$ cat src/rtl/shift_unit_if.sv
// shift_unit_if: request/result bundle for the multicycle shift unit.
// The master (control FSM / bench) drives the request; the slave (shift_unit)
// returns the working register and the Busy/Done handshake.
interface shift_unit_if #(
    parameter int WIDTH   = 32,
    parameter int SHAMT_W = 5
);
    logic               Start;
    logic [1:0]         Op;
    logic [SHAMT_W-1:0] ShiftAmt;
    logic [WIDTH-1:0]   DataIn;
    logic [WIDTH-1:0]   DataOut;
    logic               Busy;
    logic               Done;

    modport master (
        output Start, Op, ShiftAmt, DataIn,
        input  DataOut, Busy, Done
    );

    modport slave (
        input  Start, Op, ShiftAmt, DataIn,
        output DataOut, Busy, Done
    );
endinterface

$ cat src/rtl/shift_unit.sv
// shift_unit: shifts a WIDTH-bit operand one bit per clock (SLL/SRL/SRA).
// Op=11 is pass-through by default; build with SHIFT_ROTATE_EN defined to make
// it a rotate right with the same latency as the other operations.
// Reset is synchronous and active-high.
module shift_unit #(
    parameter int WIDTH   = 32,
    parameter int SHAMT_W = 5
) (
    input  logic        clk,
    input  logic        reset,
    shift_unit_if.slave bus
);

    typedef enum logic [1:0] {
        S_IDLE  = 2'b00,
        S_SHIFT = 2'b01,
        S_DONE  = 2'b10
    } state_e;

    typedef enum logic [1:0] {
        OP_SLL = 2'b00,
        OP_SRL = 2'b01,
        OP_SRA = 2'b10,
        OP_ROT = 2'b11
    } op_e;

    state_e             state_q, state_d;
    op_e                op_q, op_d;
    logic [WIDTH-1:0]   data_q, data_d;
    logic [SHAMT_W-1:0] cnt_q, cnt_d;
    logic               no_shift;

    // An operation with nothing to shift skips SHIFT and goes straight to DONE.
`ifdef SHIFT_ROTATE_EN
    assign no_shift = (bus.ShiftAmt == '0);
`else
    assign no_shift = (bus.ShiftAmt == '0) || (op_e'(bus.Op) == OP_ROT);
`endif

    // Next-state and datapath: latch the request in IDLE, one bit per SHIFT cycle.
    always_comb begin
        // NOTE: every variable gets a default first so no path infers a latch.
        state_d = state_q;
        op_d    = op_q;
        data_d  = data_q;
        cnt_d   = cnt_q;

        case (state_q)
            S_IDLE: begin
                if (bus.Start) begin
                    data_d  = bus.DataIn;
                    op_d    = op_e'(bus.Op);
                    cnt_d   = bus.ShiftAmt;
                    state_d = no_shift ? S_DONE : S_SHIFT;
                end
            end

            S_SHIFT: begin
                case (op_q)
                    OP_SLL: data_d = {data_q[WIDTH-2:0], 1'b0};
                    OP_SRL: data_d = {1'b0, data_q[WIDTH-1:1]};
                    OP_SRA: data_d = {data_q[WIDTH-1], data_q[WIDTH-1:1]};
`ifdef SHIFT_ROTATE_EN
                    OP_ROT: data_d = {data_q[0], data_q[WIDTH-1:1]};
`else
                    OP_ROT: data_d = data_q;
`endif
                    default: data_d = data_q;
                endcase
                cnt_d = cnt_q - SHAMT_W'(1);
                // Exit on count 1 so the counter lands on 0 and never wraps.
                if (cnt_q == SHAMT_W'(1)) begin
                    state_d = S_DONE;
                end
            end

            S_DONE: begin
                // Start is ignored here; the result holds into IDLE.
                state_d = S_IDLE;
            end

            default: state_d = S_IDLE;
        endcase
    end

    // State and datapath registers with synchronous reset; reset aborts any operation.
    always_ff @(posedge clk) begin
        // NOTE: non-blocking assignments so all registers update together on the edge.
        if (reset) begin
            state_q <= S_IDLE;
            op_q    <= OP_SLL;
            data_q  <= '0;
            cnt_q   <= '0;
        end else begin
            state_q <= state_d;
            op_q    <= op_d;
            data_q  <= data_d;
            cnt_q   <= cnt_d;
        end
    end

    assign bus.DataOut = data_q;
    assign bus.Busy    = (state_q == S_SHIFT);
    assign bus.Done    = (state_q == S_DONE);

endmodule

$ cat src/flat_wrapper.sv
// flat-port wrapper written by rule: the top's interface ports become plain ports
module shift_unit_flat 
#(
    parameter int WIDTH   = 32,
    parameter int SHAMT_W = 5
)
  (clk, reset, bus_Start, bus_Op, bus_ShiftAmt, bus_DataIn, bus_DataOut, bus_Busy, bus_Done);
  shift_unit_if #(.WIDTH(WIDTH), .SHAMT_W(SHAMT_W)) bus_i ();
  input  logic clk;
  input  logic reset;
  input wire logic [$bits(bus_i.Start)-1:0] bus_Start;
  input wire logic [$bits(bus_i.Op)-1:0] bus_Op;
  input wire logic [$bits(bus_i.ShiftAmt)-1:0] bus_ShiftAmt;
  input wire logic [$bits(bus_i.DataIn)-1:0] bus_DataIn;
  output wire logic [$bits(bus_i.DataOut)-1:0] bus_DataOut;
  output wire logic [$bits(bus_i.Busy)-1:0] bus_Busy;
  output wire logic [$bits(bus_i.Done)-1:0] bus_Done;
  assign bus_i.Start = bus_Start;
  assign bus_i.Op = bus_Op;
  assign bus_i.ShiftAmt = bus_ShiftAmt;
  assign bus_i.DataIn = bus_DataIn;
  assign bus_DataOut = bus_i.DataOut;
  assign bus_Busy = bus_i.Busy;
  assign bus_Done = bus_i.Done;
  shift_unit #(.WIDTH(WIDTH), .SHAMT_W(SHAMT_W)) u_core (.clk(clk), .reset(reset), .bus(bus_i));
endmodule
$ cat config.mk
export PLATFORM = sky130hd
export DESIGN_NAME = shift_unit_flat
export DESIGN_NICKNAME = d
export VERILOG_FILES = /design/src/rtl/shift_unit_if.sv /design/src/rtl/shift_unit.sv /design/src/flat_wrapper.sv
export SDC_FILE = /design/constraint.sdc
export NUM_CORES = 1
export LEC_CHECK = 0
export CORE_MARGIN = 1
export CORE_UTILIZATION = 30
export CTS_CLUSTER_DIAMETER = 40
export DETAILED_ROUTE_END_ITERATION = 10
export MAX_ROUTING_LAYER = met4
export PLACE_DENSITY = 0.7
export SYNTH_ARGS = -nofsm -noshare
export SYNTH_HDL_FRONTEND = slang
export SYNTH_SLANG_ARGS = --single-unit
$ cat constraint.sdc
create_clock -name clk -period 1.7 [get_ports clk]
set_input_delay 0.425 -clock clk [delete_from_list [all_inputs] [get_ports clk]]
set_output_delay 0.425 -clock clk [all_outputs]
set_load 0.005 [all_outputs]
==> impl_metrics.env <==
export IMPL_grt_max_degree=35
export IMPL_critPathKind="reg2out"
export IMPL_core_sq_mm=0.00725
export IMPL_vias_per_cell=5.66
export IMPL_fin_nets=380
export IMPL_fin_util=0.460
export IMPL_dr_pass1_iters=4
export IMPL_cp_cell_sequence="clkdlybuf4s50_1"
export IMPL_die_area_sq_mm=0.00783
export IMPL_endpoint_kind="primary output"
export IMPL_rows=31
export IMPL_min_path_type="reg2reg"
export IMPL_period_minus_slack_ps=1660
export IMPL_fin_skew_ps=8.07
export IMPL_initial_core_util=0.309
export IMPL_nFillCells=739
export IMPL_grt_busiest_layer="met2"
export IMPL_crit_arrival_ps=1240
export IMPL_grt_pass1_wl_microns=11300
export IMPL_clockBufferDepth=2
export IMPL_dp_hpwl_microns=4650
export IMPL_synth_edf_count=0
export IMPL_synthArstFlopShare=0
export IMPL_fmax_mhz=602
export IMPL_crit_path_start_kind="register"
export IMPL_fin_cells=432
export IMPL_critPathTopFamily="buffers and inverters"
export IMPL_reg2reg_depth=6
export IMPL_yosysSeqAreaShare=0.366
export IMPL_maxSlewHeadroom=0.747
export IMPL_rr_endpoint="u_core.bus.DataOut[28]"
export IMPL_drv_slew=0
export IMPL_drt_iter0_markers=125
export IMPL_ys_warn_count=0
export IMPL_dp_cells=424
export IMPL_grt_pass1_vias=2271
export IMPL_netlist_top_cell_by_area="dfxtp_1"
export IMPL_finalWeightedCongestion=0.852
export IMPL_drc=0
export IMPL_met1_usage=0.242
export IMPL_io_buffers=75
export IMPL_wl_microns=7140
export IMPL_cpMaxStageDelayCell="clkdlybuf4s50_1"
export IMPL_finalSetupViolCount=0
export IMPL_regToRegStartpoint="u_core.op_q[0]"
export IMPL_die_width_microns=88.5
export IMPL_synthesis_nets=308
export IMPL_grt_overflow_total=0
export IMPL_status="complete, no violations"
export IMPL_p_leak_nw=1.24
export IMPL_worst_pin_slew_ps=380
export IMPL_path_clk_slew_ps=80
export IMPL_critPathRequiredTime_ps=1270
export IMPL_cts_made_buffers=5
export IMPL_grtUsageTotal=0.189
export IMPL_vias=2445
export IMPL_die_height_microns=88.5
export IMPL_cp_slowest_stage_delay_ps=530
export IMPL_post_drt_wl_per_cell_microns=16.5
export IMPL_ioPinCount=76
export IMPL_period_share=0.977
export IMPL_diodes=0
export IMPL_postRouteAntennaNets=0
export IMPL_clock_latency_ps=300
export IMPL_synth_area_top_cells="dfxtp_1, a221oi_1, o32ai_1"
export IMPL_final_cell_mix="clkdlybuf4s50_1, inv_1, a21oi_1, dfxtp_1, a221oi_1"
export IMPL_cts_sinks=41
export IMPL_cp_max_fo=4
export IMPL_drive_above_1_share=0.126
export IMPL_cts_tree="built"
export IMPL_max_cap_viol_count=0
export IMPL_final_hold_viol_count=0
export IMPL_hold_end="u_core.bus.DataOut[24]"
export IMPL_layout_commonest_cell="clkdlybuf4s50_1"
export IMPL_ys_seq_elements=41
export IMPL_synth_top_area_share=0.366
export IMPL_holdBufCountCts=0
export IMPL_synth_cells=261
export IMPL_min_from="u_core.bus.DataOut[24]"
export IMPL_holdPathStages=2
export IMPL_syn_to_final_growth_pct=48.6
export IMPL_root_buffer="clkbuf_8"
export IMPL_netlist_area_sq_mm=0.00224
export IMPL_antenna_found_initial=0
export IMPL_critical_path_buf_inv_count=1
export IMPL_cellPowerDensity_mw_per_mm2=907
export IMPL_preCtsSetupSlack_ps=-155
export IMPL_yosysUniqueCellTypes=38
export IMPL_max_vdd_ir_drop_mv=0.377
export IMPL_fin_ws_ps=38.9
export IMPL_cts_max_level=2
export IMPL_use_met3=0.0466
export IMPL_dominantRegCellSynth="dfxtp_1"
export IMPL_rrSetupSlack_ps=60
export IMPL_met2_usage=0.295
export IMPL_syn_area_per_cell_sq_um=8.60
flip-flops by register name, indices dropped and copies added, names as in the netlist:
name	flops
u_core.bus.DataOut	32
u_core.op_q	2
u_core.state_q	2
u_core.cnt_q	5
cells in the mapped netlist, types with 2 or more instances:
| master | instances |
|---|---|
| dfxtp_1 | 41 |
| inv_1 | 38 |
| a21oi_1 | 36 |
| a221oi_1 | 32 |
| o32ai_1 | 30 |
| buf_2 | 17 |
| clkbuf_1 | 9 |
| ha_1 | 5 |
| nor2_1 | 5 |
| a21o_1 | 4 |
| nand2_1 | 4 |
| a31oi_1 | 3 |
| nor2b_1 | 3 |
| nor3_1 | 3 |
| o211ai_1 | 3 |
| mux2i_1 | 2 |
| nand3b_1 | 2 |
| or2_2 | 2 |
| or3b_2 | 2 |
| or4_1 | 2 |
what timing repair did:
action,in CTS,in global routing
setup buffers,0,0
hold endpoints to repair,0,0
gates resized for setup,6,9
pin swaps,0,9
gates cloned,0,1
setup endpoints to repair,2,29
layout make-up:
class / count / area, sq um / share of cell area
well taps: 99 / 124 / 0.0371
multi-input cells: 154 / 1160 / 0.349
repair buffers: 93 / 968 / 0.290
clock inverters: 2 / 35.0 / 0.0105
clock buffers: 5 / 68.8 / 0.0206
inverters: 38 / 143 / 0.0428
flip-flops and latches: 41 / 831 / 0.249
per-layer routing:
metal  vias to the layer above  share of wire
li1                       1147              -
met1                      1195           0.43
met2                        97           0.48
met3                         6          0.079
met4                         0          0.011
met5                         -              0
how the worst max path moves through the flow:
stage                            from                     end  cells past startpoint
2_1_floorplan          u_core.op_q[0]  u_core.bus.DataOut[10]                      6
3_3_place_gp                bus_Start         u_core.cnt_q[3]                      4
3_5_place_dp                bus_Start         u_core.cnt_q[3]                      4
4_1_cts        u_core.bus.DataOut[29]         bus_DataOut[29]                      1
5_1_grt                u_core.op_q[0]  u_core.bus.DataOut[28]                      6
6_report       u_core.bus.DataOut[17]         bus_DataOut[17]                      1
worst register-to-register path, stage by stage, from the launching register on:
cell	delay, ps
dfxtp_1	350
inv_1	50
ha_1	310
o21ba_4	280
clkbuf_16	190
a221oi_1	80
o32ai_1	290
power breakdown:
group | leakage, nW | internal (mW) | switching [mW]
combinational | 0.841 | 0.557 | 0.444
clock | 0.0540 | 0.427 | 0.350
sequential | 0.341 | 1.10 | 0.151
total | 1.24 | 2.08 | 0.945
kinds of logic after synthesis:
| family | after synthesis | synth area share |
|---|---|---|
| buffers and inverters | 66 | 0.125 |
| adder cells (fa/ha/maj) | 5 | 0.0279 |
| AND/OR/NAND/NOR | 32 | 0.0925 |
| multiplexers | 2 | 0.00892 |
| AO/OA/AOI/OAI | 115 | 0.380 |
| flip-flops | 41 | 0.366 |
per-stage QoR:
step	hold slack [ps]	total power, mW	setup TNS, ps	cell area [sq um]
floorplan	470	1.73	0	2240
global placement	481	2.21	-3560	3180
detailed placement	480	2.24	-4180	3180
CTS	494	3.01	0	3280
global route	508	3.17	-30.1	3330
finish	488	3.02	0	3330
Note: power is estimated with default switching activity, not from simulation.
